--- src/rtl/rf_fetch_p.sv ---
// Register-fetch pipeline stage: 32-entry register file with synchronous read,
// write-through, prioritised operand forwarding and a load-use interlock.
module rf_fetch_p #(
  parameter int DW      = 32,
  parameter int NFWD    = 2,
  parameter int ZERO_R0 = 1
) (
  input  logic               clk,
  input  logic               rst_i,
  input  logic               pause,
  input  logic               hold_i,
  input  logic               clr_i,
  input  logic [31:0]        ins_i,
  input  logic               ins_vld_i,
  input  logic               wb_we_i,
  input  logic [4:0]         wb_addr_i,
  input  logic [DW-1:0]      wb_din_i,
  input  logic [NFWD-1:0]    fw_vld_i,
  input  logic [NFWD-1:0]    fw_ld_i,
  input  logic [NFWD*5-1:0]  fw_addr_i,
  input  logic [NFWD*DW-1:0] fw_data_i,
  output logic [31:0]        ins_o,
  output logic               vld_o,
  output logic [4:0]         rs_n_o,
  output logic [4:0]         rt_n_o,
  output logic [DW-1:0]      rs_o,
  output logic [DW-1:0]      rt_o,
  output logic               stall_o,
  output logic [15:0]        stall_cnt_o
);

  logic [DW-1:0] r_rf [32];
  logic [31:0]   r_ins;
  logic          r_vld;
  logic [DW-1:0] r_rs_cap;
  logic [DW-1:0] r_rt_cap;
  logic [15:0]   r_stall_cnt;

  logic          w_wr;
  logic          w_hold;
  logic          w_stall;
  logic [4:0]    w_rs_n;
  logic [4:0]    w_rt_n;
  logic [4:0]    w_rs_in;
  logic [4:0]    w_rt_in;
  logic [DW-1:0] w_rs;
  logic [DW-1:0] w_rt;
  logic          w_rs_ld;
  logic          w_rt_ld;

  assign w_rs_n  = r_ins[25:21];
  assign w_rt_n  = r_ins[20:16];
  assign w_rs_in = ins_i[25:21];
  assign w_rt_in = ins_i[20:16];
  assign w_wr    = wb_we_i && !((ZERO_R0 != 0) && (wb_addr_i == 5'd0));
  assign w_hold  = pause | hold_i | w_stall;

  always_ff @(posedge clk) begin
    if (rst_i) begin
      for (int unsigned i = 0; i < 32; i++) r_rf[i] <= '0;
    end else if (w_wr) begin
      r_rf[wb_addr_i] <= wb_din_i;
    end
  end

  always_ff @(posedge clk) begin
    if (rst_i || clr_i) begin
      r_ins    <= '0;
      r_vld    <= 1'b0;
      r_rs_cap <= '0;
      r_rt_cap <= '0;
    end else if (w_hold) begin
      // Held operands track write-back so they are current when the stage resumes
      if (w_wr && (wb_addr_i == w_rs_n)) r_rs_cap <= wb_din_i;
      if (w_wr && (wb_addr_i == w_rt_n)) r_rt_cap <= wb_din_i;
    end else begin
      r_ins    <= ins_i;
      r_vld    <= ins_vld_i;
      r_rs_cap <= (w_wr && (wb_addr_i == w_rs_in)) ? wb_din_i : r_rf[w_rs_in];
      r_rt_cap <= (w_wr && (wb_addr_i == w_rt_in)) ? wb_din_i : r_rf[w_rt_in];
    end
  end

  // Scan oldest to youngest so the lowest-index match is applied last and wins
  always_comb begin
    w_rs    = r_rs_cap;
    w_rt    = r_rt_cap;
    w_rs_ld = 1'b0;
    w_rt_ld = 1'b0;
    for (int unsigned k = NFWD; k >= 1; k--) begin
      if (fw_vld_i[k-1] && (fw_addr_i[(k-1)*5 +: 5] == w_rs_n)) begin
        w_rs    = fw_data_i[(k-1)*DW +: DW];
        w_rs_ld = fw_ld_i[k-1];
      end
      if (fw_vld_i[k-1] && (fw_addr_i[(k-1)*5 +: 5] == w_rt_n)) begin
        w_rt    = fw_data_i[(k-1)*DW +: DW];
        w_rt_ld = fw_ld_i[k-1];
      end
    end
    if ((ZERO_R0 != 0) && (w_rs_n == 5'd0)) begin
      w_rs    = '0;
      w_rs_ld = 1'b0;
    end
    if ((ZERO_R0 != 0) && (w_rt_n == 5'd0)) begin
      w_rt    = '0;
      w_rt_ld = 1'b0;
    end
  end

  assign w_stall = r_vld & (w_rs_ld | w_rt_ld);

  always_ff @(posedge clk) begin
    if (rst_i) begin
      r_stall_cnt <= '0;
    end else if (w_stall && !pause && (r_stall_cnt != 16'hFFFF)) begin
      r_stall_cnt <= r_stall_cnt + 16'd1;
    end
  end

  assign ins_o       = r_ins;
  assign vld_o       = r_vld;
  assign rs_n_o      = w_rs_n;
  assign rt_n_o      = w_rt_n;
  assign rs_o        = w_rs;
  assign rt_o        = w_rt;
  assign stall_o     = w_stall;
  assign stall_cnt_o = r_stall_cnt;

endmodule

--- config.mk ---
export PLATFORM = sky130hd
export DESIGN_NAME = rf_fetch_p
export DESIGN_NICKNAME = d
export VERILOG_FILES = /design/src/rtl/rf_fetch_p.sv
export SDC_FILE = /design/constraint.sdc
export NUM_CORES = 2
export LEC_CHECK = 0
export ABC_AREA = 1
export BUFFER_PORTS_ARGS = -buffer_cell sky130_fd_sc_hd__buf_2
export CELL_PAD_IN_SITES_DETAIL_PLACEMENT = 0
export CELL_PAD_IN_SITES_GLOBAL_PLACEMENT = 2
export CORE_MARGIN = 1
export CORE_UTILIZATION = 38
export CTS_CLUSTER_DIAMETER = 200
export DETAILED_ROUTE_END_ITERATION = 16
export PLACE_DENSITY_LB_ADDON = 0.1
export SLEW_MARGIN = 40
export SYNTH_ARGS = -nofsm -noshare
export SYNTH_HDL_FRONTEND = slang
export SYNTH_SLANG_ARGS = --single-unit
--- constraint.sdc ---
create_clock -name clk -period 4 [get_ports clk]
set_input_delay 0.8 -clock clk [delete_from_list [all_inputs] [get_ports clk]]
set_output_delay 0.8 -clock clk [all_outputs]
set_load 0.01 [all_outputs]
==> results.json <==
{
  "status": "finished, final reports clean",
  "dieArea_um2": 173000,
  "drtIter0Drc": 7029,
  "ys_top_cells_by_count": "1614 x nand2_1, 1520 x nand3_1, 1212 x nor2_1",
  "endpoint_kind": "output port",
  "drcViolationCount": 0,
  "grt_pass1_vias": 55800,
  "wire_per_inst_um": 28.0,
  "ys_types": 35,
  "hold_buffers": 0,
  "path_class": "reg -> out",
  "clk_latency_ns": 0.81,
  "crit_cells": 9,
  "synthMuxAreaShare": 0.00492,
  "synth_top_family_by_area": "simple AND/OR/NAND/NOR gates",
  "max_slew_margin": 0.438,
  "synth.top_cell.area_share": 0.472,
  "p_total_w": 0.0311,
  "routed_wl_um": 295000,
  "fillers": 16900,
  "cp_slowest_cell": "dfxtp_1",
  "crit_arrival_ns": 2.95,
  "netlist_instances": 8156,
  "critPathMaxFanout": 32,
  "netlist_area_um2": 65200,
  "fin_util": 0.440,
  "ys_ff_latch": 1137,
  "slew_violations": 0,
  "cpPeakStageDelay_ns": 0.53,
  "async_reset_ff_frac": 0,
  "hold_viol": 0,
  "start_kind": "flop",
  "holdWs_ns": 0.241,
  "die_w_um": 416,
  "hold_path_class": "in -> reg",
  "row_count": 151,
  "grt_remaining_overflow": 0,
  "grt_usage": 0.333,
  "vdd_ir_drop_max_mv": 0.466,
  "crit_chain": "inv_2 -> nand2_1 -> nand3_1 -> nor2_2 -> buf_4 -> nand3_1 -> a311o_1 -> inv_1 -> buf_2",
  "critPathTopFamily": "buffers and inverters",
  "clock-root-buffer": "clkbuf_16",
  "synth_area_per_cell_um2": 7.99,
  "grt_pass1_wl_um": 416000,
  "worst_pin_slew_ns": 0.844,
  "maxCapViolCount": 0,
  "die_h_um": 416,
  "pin_count": 278,
  "synth-simple-area-share": 0.290,
  "cts_tree": "built",
  "yosysSeqAreaShare": 0.507,
  "worstHoldPathCells": 3,
  "antenna_found_initial": 13,
  "via_per_inst": 5.76,
  "synth_top_cell_by_area": "edfxtp_1",
  "clock_skew_ns": 0.0308,
  "clk_pin_slew_ns": 0.05,
  "synth-edff-count": 1024,
  "post-route-period-util": 0.937,
  "crit_buf_inv": 4,
  "dpl.hpwl_um": 185000,
  "drive_gt1_frac": 0.117,
  "ys_warn_count": 0,
  "dpl.cell_count": 10300,
  "cts_buffers": 141,
  "ys.flop_type": "edfxtp_1",
  "fin_setup_tns_ns": 0,
  "synth_fa_ha_area_frac": 0.000192,
  "routabilityCongestion": 0.932,
  "power_density_nw_per_um2": 417,
  "synth_xor_area_frac": 0.00282,
  "area_growth_syn_to_layout_pct": 14.7,
  "core-area_um2": 170000,
  "fin_crit_ns": 3.75,
  "io_buffer_count": 277,
  "timing.critical_path.mode_cell": "nand3_1",
  "synth.most_common_cell": "nand2_1",
  "grt_start_max_net_pins": 127,
  "htreeDepth": 4,
  "fmax_mhz": 267,
  "drtAntennaViolNets": 0,
  "r2r_cells": 15,
  "final_nets": 8342,
  "drt-pass1-iter-count": 6,
  "final_cells": 10500,
  "leakagePower_nw": 31.6,
  "grt_setup_unrepaired": "no",
  "cts_sinks": 1137,
  "vias": 60600,
  "cp_data_required_time_ns": 3.20,
  "ctsLongestPathBuffers": 3,
  "synth_compound_area_frac": 0.100,
  "start_util": 0.384,
  "netlist_top_cells_area": "edfxtp_1 47%, nand3_1 12%, nand2_1 9.3%, nor2_1 7.0%, o211ai_1 6.7%",
  "setup_viol": 0
}
## worst reg2reg max path: stages (launching register included)
cell     delay [ns]
dfxtp_1        0.57
inv_1          0.16
nand2_1        0.09
nand2_1        0.05
nor2_1         0.15
nand3_2        0.16
nor2_1         0.12
nor2_1         0.04
nand2_1        0.07
nand2_1        0.08
nand2_4        0.38
buf_4          0.69
nand3_1        0.29
nand3_1        0.14
nand2_1        0.05
inv_1          0.06
## cells by family after synthesis
group / Yosys count
adder cells (fa/ha/maj): 1
AND/OR/NAND/NOR: 4454
buffers and inverters: 1530
XOR/XNOR: 21
flip-flops: 1137
multiplexers: 32
other: 1
AO/OA/AOI/OAI: 980
## final timing paths
| path | startpoint | end | slack (ns) |
|---|---|---|---|
| setup / recovery | ins_o[22] | rs_o[24] | 0.25 |
| setup reg to reg | ins_o[19] | r_rt_cap[14] | 0.83 |
| hold / removal | ins_i[11] | ins_o[11] | 0.24 |
| hold reg to reg | ins_o[26] | ins_o[26] | 0.47 |
## flip-flops by register name (all words and copies together), names as in the netlist
| signal | count |
|---|---|
| stall_cnt_o | 16 |
| r_rf | 1024 |
| ins_o | 32 |
| r_rt_cap | 32 |
| r_rs_cap | 32 |
| vld_o | 1 |
## layout by cell type (no fill, tap or decap), types with 161 or more instances in the layout
cell type  count
nand2_1     1549
nand3_1     1518
nor2_1      1209
edfxtp_1    1024
inv_1        743
o211ai_1     578
buf_2        268
buf_4        230
a21oi_1      193
o21ai_0      161
## repair_timing
item / in CTS / in global routing
endpoints found under the setup margin: 0 / 27
buffers inserted: 0 / 6
endpoints found under the hold margin: 0 / 0
gates resized for setup: 0 / 1
## routing by layer
| metal | up-vias | wire (um) | track usage |
|---|---|---|---|
| li1 | 27500 | - | - |
| met5 | - | 23 | 0 |
| met2 | 3093 | 129000 | 0.506 |
| met3 | 567 | 28700 | 0.0719 |
| met1 | 29500 | 124000 | 0.455 |
| met4 | 4 | 13200 | 0.143 |
## metrics by stage
| step | worst slack [ns] | area, um2 |
|---|---|---|
| floorplan | 0.773 | 65300 |
| global placement | 0.400 | 70200 |
| detailed placement | 0.506 | 70200 |
| CTS | 0.0551 | 74700 |
| global route | 0.00274 | 74700 |
| finish | 0.251 | 74700 |
## area by class of cell
cell class | count | area, um2 | area share
well taps | 2218 | 2780 | 0.0371
multi-input cells | 5520 | 26300 | 0.352
clock buffers | 182 | 3870 | 0.0518
repair buffers | 606 | 5190 | 0.0695
diodes | 1 | 2.50 | 0.0000335
clock inverters | 72 | 601 | 0.00804
inverters | 781 | 2970 | 0.0397
flip-flops and latches | 1137 | 33000 | 0.442
## report_power, final
part	switching, W	internal, W	total (W)
clock	0.00532	0.00743	0.0128
combinational	0.00331	0.00125	0.00457
sequential	0.000274	0.0135	0.0138
total	0.00891	0.0222	0.0311
No activity file was read; power rests on OpenSTA's default activity.
